--- src/rtl/alarm_clock_pkg.sv ---
// Shared types and limits for the alarm clock time-entry path.
// Holds the entry FSM state enum, the default timeout and the BCD digit limits.
package alarm_clock_pkg;

  typedef enum logic [1:0] {
    IDLE,
    ENTRY,
    SHOW_ALARM
  } entry_state_t;

  localparam int DEFAULT_TIMEOUT_S = 10;

  localparam logic [3:0] MAX_MS_HR      = 4'd2;
  localparam logic [3:0] MAX_LS_HR_AT_2 = 4'd3;
  localparam logic [3:0] MAX_MS_MIN     = 4'd5;
  localparam logic [3:0] MAX_BCD        = 4'd9;

  function automatic logic bcd_ok(input logic [3:0] d);
    return d <= MAX_BCD;
  endfunction

endpackage

--- src/rtl/key_shift_reg.sv ---
// Four-digit HH:MM entry shift register with clear/shift and time validity check.
// Ports: clk, reset, clr, shift, key in; ms_hr/ls_hr/ms_min/ls_min, valid out.
module key_shift_reg
  import alarm_clock_pkg::*;
(
  input  logic       clk,
  input  logic       reset,
  input  logic       clr,
  input  logic       shift,
  input  logic [3:0] key,
  output logic [3:0] ms_hr,
  output logic [3:0] ls_hr,
  output logic [3:0] ms_min,
  output logic [3:0] ls_min,
  output logic       valid
);

  // clr only matters together with shift: a fresh entry
  // starts as 0,0,0,key.
  always_ff @(posedge clk or posedge reset) begin
    if (reset) begin
      ms_hr  <= '0;
      ls_hr  <= '0;
      ms_min <= '0;
      ls_min <= '0;
    end else if (shift) begin
      if (clr) begin
        ms_hr  <= '0;
        ls_hr  <= '0;
        ms_min <= '0;
      end else begin
        ms_hr  <= ls_hr;
        ls_hr  <= ms_min;
        ms_min <= ls_min;
      end
      ls_min <= key;
    end
  end

  logic hr_ok;
  logic min_ok;

  assign hr_ok = (ms_hr <= MAX_MS_HR)
              && bcd_ok(ls_hr)
              && ((ms_hr != MAX_MS_HR)
                  || (ls_hr <= MAX_LS_HR_AT_2));

  assign min_ok = (ms_min <= MAX_MS_MIN)
               && bcd_ok(ls_min);

  assign valid = hr_ok && min_ok;

endmodule

--- src/rtl/time_entry_ctrl.sv ---
// Keypad time-entry controller: collects HH:MM, validates, strobes loads.
// Ports: clk, reset, one_second, key/key_valid, buttons in; digits, strobes, show flags out.
module time_entry_ctrl
  import alarm_clock_pkg::*;
#(
  parameter int TIMEOUT_S = DEFAULT_TIMEOUT_S
) (
  input  logic       clk,
  input  logic       reset,
  input  logic       one_second,
  input  logic [3:0] key,
  input  logic       key_valid,
  input  logic       time_button,
  input  logic       alarm_button,
  output logic [3:0] new_time_ms_hr,
  output logic [3:0] new_time_ls_hr,
  output logic [3:0] new_time_ms_min,
  output logic [3:0] new_time_ls_min,
  output logic       load_new_c,
  output logic       load_new_a,
  output logic       reset_count,
  output logic       show_new_time,
  output logic       show_alarm,
  output logic       entry_error
);

  localparam int CW = $clog2(TIMEOUT_S + 1);
  localparam logic [CW-1:0] T_MAX = CW'(TIMEOUT_S);

  entry_state_t state;

  logic          time_q;
  logic          alarm_q;
  logic [CW-1:0] tcnt;
  logic [CW-1:0] tcnt_inc;

  logic key_acc;
  logic time_rise;
  logic alarm_rise;
  logic commit;
  logic clr;
  logic shift;
  logic valid;

  assign key_acc    = key_valid && bcd_ok(key);
  assign time_rise  = time_button && !time_q;
  assign alarm_rise = alarm_button && !alarm_q;
  assign commit     = time_rise || alarm_rise;

  // A button edge in ENTRY swallows a coincident key.
  assign clr   = (state == IDLE);
  assign shift = key_acc
              && ((state == IDLE)
                  || ((state == ENTRY) && !commit));

  assign tcnt_inc = (tcnt >= T_MAX) ? tcnt : tcnt + 1'b1;

  key_shift_reg u_sr (
    .clk    (clk),
    .reset  (reset),
    .clr    (clr),
    .shift  (shift),
    .key    (key),
    .ms_hr  (new_time_ms_hr),
    .ls_hr  (new_time_ls_hr),
    .ms_min (new_time_ms_min),
    .ls_min (new_time_ls_min),
    .valid  (valid)
  );

  always_ff @(posedge clk or posedge reset) begin
    if (reset) begin
      state         <= IDLE;
      time_q        <= 1'b0;
      alarm_q       <= 1'b0;
      tcnt          <= '0;
      load_new_c    <= 1'b0;
      load_new_a    <= 1'b0;
      reset_count   <= 1'b0;
      entry_error   <= 1'b0;
      show_new_time <= 1'b0;
      show_alarm    <= 1'b0;
    end else begin
      time_q      <= time_button;
      alarm_q     <= alarm_button;
      load_new_c  <= 1'b0;
      load_new_a  <= 1'b0;
      reset_count <= 1'b0;
      entry_error <= 1'b0;
      unique case (state)
        IDLE: begin
          if (key_acc) begin
            state         <= ENTRY;
            tcnt          <= '0;
            show_new_time <= 1'b1;
          end else if (alarm_button) begin
            state      <= SHOW_ALARM;
            tcnt       <= '0;
            show_alarm <= 1'b1;
          end
        end
        ENTRY: begin
          if (commit) begin
            state         <= IDLE;
            tcnt          <= '0;
            show_new_time <= 1'b0;
            if (!valid) begin
              entry_error <= 1'b1;
            end else if (time_rise) begin
              load_new_c  <= 1'b1;
              reset_count <= 1'b1;
            end else begin
              load_new_a <= 1'b1;
            end
          end else if (key_acc) begin
            tcnt <= '0;
          end else if (one_second) begin
            if (tcnt_inc >= T_MAX) begin
              state         <= IDLE;
              tcnt          <= '0;
              show_new_time <= 1'b0;
            end else begin
              tcnt <= tcnt_inc;
            end
          end
        end
        SHOW_ALARM: begin
          if (!alarm_button) begin
            state      <= IDLE;
            tcnt       <= '0;
            show_alarm <= 1'b0;
          end
        end
        default: begin
          state         <= IDLE;
          tcnt          <= '0;
          show_new_time <= 1'b0;
          show_alarm    <= 1'b0;
        end
      endcase
    end
  end

endmodule

--- config.mk ---
export PLATFORM = sky130hd
export DESIGN_NAME = time_entry_ctrl
export DESIGN_NICKNAME = d
export VERILOG_FILES = /design/src/rtl/alarm_clock_pkg.sv /design/src/rtl/key_shift_reg.sv /design/src/rtl/time_entry_ctrl.sv
export SDC_FILE = /design/constraint.sdc
export NUM_CORES = 1
export LEC_CHECK = 0
export CORE_MARGIN = 3
export CORE_UTILIZATION = 48
export DETAILED_ROUTE_END_ITERATION = 10
export GPL_ROUTABILITY_DRIVEN = 0
export PLACE_DENSITY = 0.79
export SLEW_MARGIN = 5
export SYNTH_ARGS = -nofsm -noshare
export SYNTH_HDL_FRONTEND = slang
export SYNTH_SLANG_ARGS = --single-unit
export TNS_END_PERCENT = 1
--- constraint.sdc ---
create_clock -name clk -period 2.16 [get_ports clk]
set_input_delay 0.432 -clock clk [delete_from_list [all_inputs] [get_ports clk]]
set_output_delay 0.432 -clock clk [all_outputs]
set_load 0.01 [all_outputs]
# Word-level counts from Yosys, hierarchy flattened
# Index checks and enable logic that the tools add are counted.
dict set report op_classes {
  shift 0
  magnitude_cmp 8
  n_div 0
  bitwise_logic 2
  eq_ne 12
  multipliers 0
  addsub 1
  reduce_logical 20
  mux 41
}
# op count
set op_table {}
lappend op_table {{two-way mux 4 bit} 11}
lappend op_table {{two-way mux 1 bit} 19}
lappend op_table {{two-way mux 2 bit} 7}
lappend op_table {{less-or-equal comparator 4 bit (second input constant)} 3}
lappend op_table {{case mux 4 bit (3 select lines)} 1}
lappend op_table {{AND reduction 5 bit} 2}
lappend op_table {{logical AND 1 bit} 9}
lappend op_table {{inequality test 3 bit (second input constant)} 3}
lappend op_table {{>= comparator 4 bit (second input constant)} 2}
lappend op_table {{less-or-equal comparator 4 x 2 -> 1 bit (second input constant)} 2}
lappend op_table {{inequality test 2 bit (second input constant)} 4}
lappend op_table {{case mux 1 bit (3 select lines)} 2}
lappend op_table {{case mux 2 bit (3 select lines)} 1}
lappend op_table {{adder 4 x 1 -> 4 bit (second input constant)} 1}
lappend op_table {{less-or-equal comparator 4 x 3 -> 1 bit (second input constant)} 1}
lappend op_table {{inequality test 4 x 2 -> 1 bit (second input constant)} 1}
lappend op_table {{inequality test 4 bit (second input constant)} 1}
lappend op_table {{AND reduction 4 bit} 1}
lappend op_table {{zero test 1 bit} 3}
lappend op_table {{logical OR 1 bit} 3}
lappend op_table {{inequality test 3 x 2 -> 1 bit (second input constant)} 1}
lappend op_table {{AND reduction 3 bit} 1}
lappend op_table {{equality test 2 x 1 -> 1 bit (second input constant)} 1}
lappend op_table {{equality test 2 bit (second input constant)} 1}
lappend op_table {{2 further kinds} 3}
dict set report word_totals {
  reg_bits 29
  output_inout_bits 22
  romBits 0
  n_memories 0
  wordCells 97
  inputBits 10
  latch_bits 0
  ramBits 0
}

# Depth between registers and ports, before layout
dict set report logic_depth {
  ltp_word 8
  ltp_mapped 7
  mapped_depth_nobuf 7
}

# By module
# A second synthesis with hierarchy kept.
dict set report unflattened {
  hier_cells 146
  hier_area_um2 1470.2
}
# mod seq_area_each_um2 cells_each instances area_per_inst_um2
set modules_own_cells {}
lappend modules_own_cells {time_entry_ctrl 325.3 79 1 787.0}
lappend modules_own_cells {key_shift_reg 400.4 67 1 683.2}

# Least setup slack after synthesis
# Ideal clock, no wire load.
dict set report synth_path {
  path_type {reg2reg}
  from {register state[1]}
  to {register u_sr.ms_hr[2]}
  path_buffers 2
  stages_incl_launch_ff 8
  t_required_ns 2.039
  arrival_ns 1.630
  slack_ns 0.409
  setup_time_ns 0.121
  cell_sequence {dfrtp_1 -> buf_2 -> nand2b_4 -> or3_4 -> o21ai_2 -> nand3_4 -> buf_6 -> a22o_1}
}
dict set report synth_via {
  elab_chain_cells 4
}
# element line
set synth_rtl {}
lappend synth_rtl {{start: declaration} time_entry_ctrl.sv:30} ;# entry_state_t state;
lappend synth_rtl {{start signal: assignment} time_entry_ctrl.sv:73} ;# state <= IDLE;
lappend synth_rtl {{start signal: assignment} time_entry_ctrl.sv:93} ;# state <= ENTRY;
lappend synth_rtl {{start signal: assignment} time_entry_ctrl.sv:97} ;# state <= SHOW_ALARM;
lappend synth_rtl {{equality test 2 x 1 -> 1 bit} time_entry_ctrl.sv:54} ;# || ((state == ENTRY) && !commit));
lappend synth_rtl {{logical AND 1 bit} time_entry_ctrl.sv:54}
lappend synth_rtl {{logical OR 1 bit} time_entry_ctrl.sv:54}
lappend synth_rtl {{logical AND 1 bit} time_entry_ctrl.sv:53} ;# && ((state == IDLE)
lappend synth_rtl {{end signal: assignment} key_shift_reg.sv:32} ;# ms_hr <= ls_hr;
lappend synth_rtl {{end: declaration} key_shift_reg.sv:11} ;# output logic [3:0] ms_hr,
# Several ways; a longest one is shown, not always the timed one.
# A chain may end at the register's enable or synchronous reset.

# Worst setup path after layout
dict set report layout_path {
  from {register tcnt[0]}
  to {register tcnt[2]}
}
dict set report layout_via {
  elab_chain_cells 8
}
# element line
set layout_rtl {}
lappend layout_rtl {{start: declaration} time_entry_ctrl.sv:34} ;# logic [CW-1:0] tcnt;
lappend layout_rtl {{start signal: assignment} time_entry_ctrl.sv:123} ;# tcnt <= tcnt_inc;
lappend layout_rtl {{adder 4 x 1 -> 4 bit or >= comparator 4 bit (tied branches)} time_entry_ctrl.sv:56} ;# assign tcnt_inc = (tcnt >= T_MAX) ? tcnt : tcnt + 1'b1;
lappend layout_rtl {{two-way mux 4 bit *} time_entry_ctrl.sv:56}
lappend layout_rtl {{>= comparator 4 bit} time_entry_ctrl.sv:118} ;# if (tcnt_inc >= T_MAX) begin
lappend layout_rtl {{two-way mux 4 bit *} time_entry_ctrl.sv:118}
lappend layout_rtl {{two-way mux 4 bit *} time_entry_ctrl.sv:117} ;# end else if (one_second) begin
lappend layout_rtl {{two-way mux 4 bit *} time_entry_ctrl.sv:115} ;# end else if (key_acc) begin
lappend layout_rtl {{two-way mux 4 bit *} time_entry_ctrl.sv:103} ;# if (commit) begin
lappend layout_rtl {{case mux 4 bit (3 select lines) *} time_entry_ctrl.sv:90} ;# unique case (state)
# Every way passes the cells marked *; elsewhere a longest branch is shown, timed or not. The select of a mux whose other input is x is not followed.

==> impl_results.md <==
- Outcome: finished clean
- Critical Path AT: 2200 ps
- Power Dens Cells: 800 mW/mm^2
- Area Growth Syn to Fin: 31.2%
- CTS Buf Count: 5
- Hold_buf cts: 0
- Max-slew violations: 0
- Hold Crit Class: reg -> reg
- Rows: 18
- Syn Nets: 126
- Core Area: 0.00257 sq mm
- Minimum hold slack: 446 ps
- Via/cell ratio: 5.72
- Post-synth EDFFs: 0
- Initial antenna violation count: 0
- Seq cells post-synth: 29
- H-Tree Level Count: 2
- Final setup margin: 220 ps
- Sequential share of the synthesized area: 0.541
- # diodes: 0
- # placed instances: 177
- Nets@finish: 166
- Root Driver: clkbuf_4
- Fin. Hold Viols: 0
- Initial Util: 0.523
- Clock skew: 6.84 ps
- Clk slew on worst S/H paths: approximately 90 ps
- DP Worst Slack: -21.1 ps
- Total GRT Usage: 0.196
- Critical Setup Path Class: reg -> reg
- Top FF cell, synth: dfrtp_1
- Detailed Route WL: 3060 um
- Max cap viols: 0
- CTS resizes: 0
- CTS tree: built
- Buffers on Ports: 31
- Clock Path Buffers: 2
- Req. time, crit path: 2420 ps
- Fin crit share: 0.898
- Cells after Synth: 114
- Pin count of the biggest net entering global routing: 30
- Dpl hpwl: 2160 um
- Ys async rst share: 1.00
- Residual DRC: 0
- Layout Utilization: 0.686
- Peak VDD IR: 0.000704 V
- Die ar.: approximately 0.0035 sq mm
- Drt pass-1 iters: 4
- YS warnings: 0
- Tmin final: between 1500 and 2000 ps
- Number of global-route vias before repair: roughly 1100
- Fraction of layout cells with a size suffix above 1: 0.142
- Synth unique cells: 41
- Critical path endpoint category: flop
- Final std cells w/o fill: 185
- Global-route wire length before repair: 5040 um
- IO Count: 32
- Post-CTS setup buffers: 0
- Detail Route Antenna Nets: 0
- Final-report setup violation count: 0
- Critical path peak fanout: 7
- Die width: 58.9 um
- Pwr Total: 1.41 mW
- CTS sink cnt: 29
- Worst slew pin tran: 426 ps
- DR WL/cell: around 17 um
- Post-Syn Area: 0.00134 sq mm
- RSZ-0062 raised after global routing: no
- Synthesized area per cell: between 10 and 15 sq um
- Crit start category: flop
- Die Span Y: 58.9 um
- Clk Latency, worst-skew pair: 310 ps
- Max Fclk: 0.516 GHz
- Routed via count: 1058
- P_leak: approximately 0.79 nW
- Grt total ovfl: 0
- Slew headroom: 0.709
- Initial DRC count: 27
-- registers in the layout (all words and copies together) (netlist names), 2 cells and up --
name,cells
tcnt,4
u_sr.ls_hr,4
u_sr.ls_min,4
u_sr.ms_hr,4
u_sr.ms_min,4
state,2
-- cells in the final DEF, fill, tap and decap left out, types with 2 or more instances in the layout --
master	netlist	routed
nand2_1	5	5
dfrtp_1	29	29
clkbuf_4	0	5
inv_1	2	2
nand2b_1	3	3
o21a_1	4	4
nor2_1	4	4
o21ai_0	4	4
a22o_1	12	12
mux2_2	4	4
nor3b_1	2	2
ha_1	2	2
clkinv_2	0	2
clkdlybuf4s50_1	0	31
a21oi_1	2	2
a21o_1	4	4
buf_4	1	7
a211oi_1	2	2
nor3_1	6	6
nor2b_1	3	3
-- final cells by class --
type / instances / area [sq um]
Timing Repair Buffer: 38 / 363
Inverter: 2 / 7.51
Clock inverter: 2 / 10.0
Sequential cell: 29 / 726
Clock buffer: 6 / 41.3
Tap cell: 30 / 37.5
Multi-Input combinational cell: 78 / 577
Fill cell: 211 / 806
-- cell families after synthesis --
group	Yosys count	share of synthesized area
flops	29	0.541
xor+xnor	1	0.00652
mux	4	0.0335
compound gates	40	0.229
fa+ha+maj	2	0.0186
simple gates	31	0.142
buf+inv	7	0.0298
-- power by group --
group	switching, mW	total (mW)	internal (mW)
Combinational	0.174	0.406	0.232
Clock	0.178	0.302	0.124
Sequential	0.0815	0.702	0.620
Total	0.434	1.41	0.976
-- stage by stage --
stage	area (sq um)	setup TNS, ps
floorplan	1340	0
global placement	1710	0
detailed placement	1710	-63.1
CTS	1760	0
global route	1760	0
finish	1760	0
-- routing by layer --
metal  wire length, um  GRT usage
met1              1390      0.245
met2              1510      0.326
met4                15     0.0485
met5                 0          0
met3               153     0.0636
-- Yosys cell counts, types with 2 or more instances --
library cell | instances | area, sq um
a21o_1 | 4 | 30.0
buf_2 | 2 | 10.0
ha_1 | 2 | 25.0
o21ai_0 | 4 | 20.0
a22o_1 | 12 | 105
nor2b_1 | 3 | 18.8
nor2_1 | 4 | 15.0
mux2_2 | 4 | 45.0
nand2_1 | 5 | 18.8
nor3b_1 | 2 | 15.0
o21a_1 | 4 | 30.0
nand2b_1 | 3 | 18.8
a211oi_1 | 2 | 15.0
a21oi_1 | 2 | 10.0
nor3_1 | 6 | 30.0
inv_1 | 2 | 7.51
dfrtp_1 | 29 | 726
-- critical path, stage by stage (launching register included) --
cell	delay, ps
dfrtp_1	470
ha_1	280
a211o_1	260
a21boi_0	250
nor2_1	130
nor3_1	290
a221o_1	200
-- path summary, 6_finish.rpt --
| check | slack [ps] | depth (start not counted) | to | start |
|---|---|---|---|---|
| worst max-delay path | 220 | 6 | tcnt[2] | tcnt[0] |
| max in group asynchronous | 1400 | 3 | u_sr.ms_min[1] | reset |
| worst max register to register | 220 | 6 | tcnt[2] | tcnt[0] |
| worst min-delay path | 450 | 1 | reset_count | time_q |
| min in group asynchronous | 480 | 3 | entry_error | reset |
| worst min register to register | 450 | 1 | reset_count | time_q |
No activity file was read; power rests on OpenSTA's default activity.
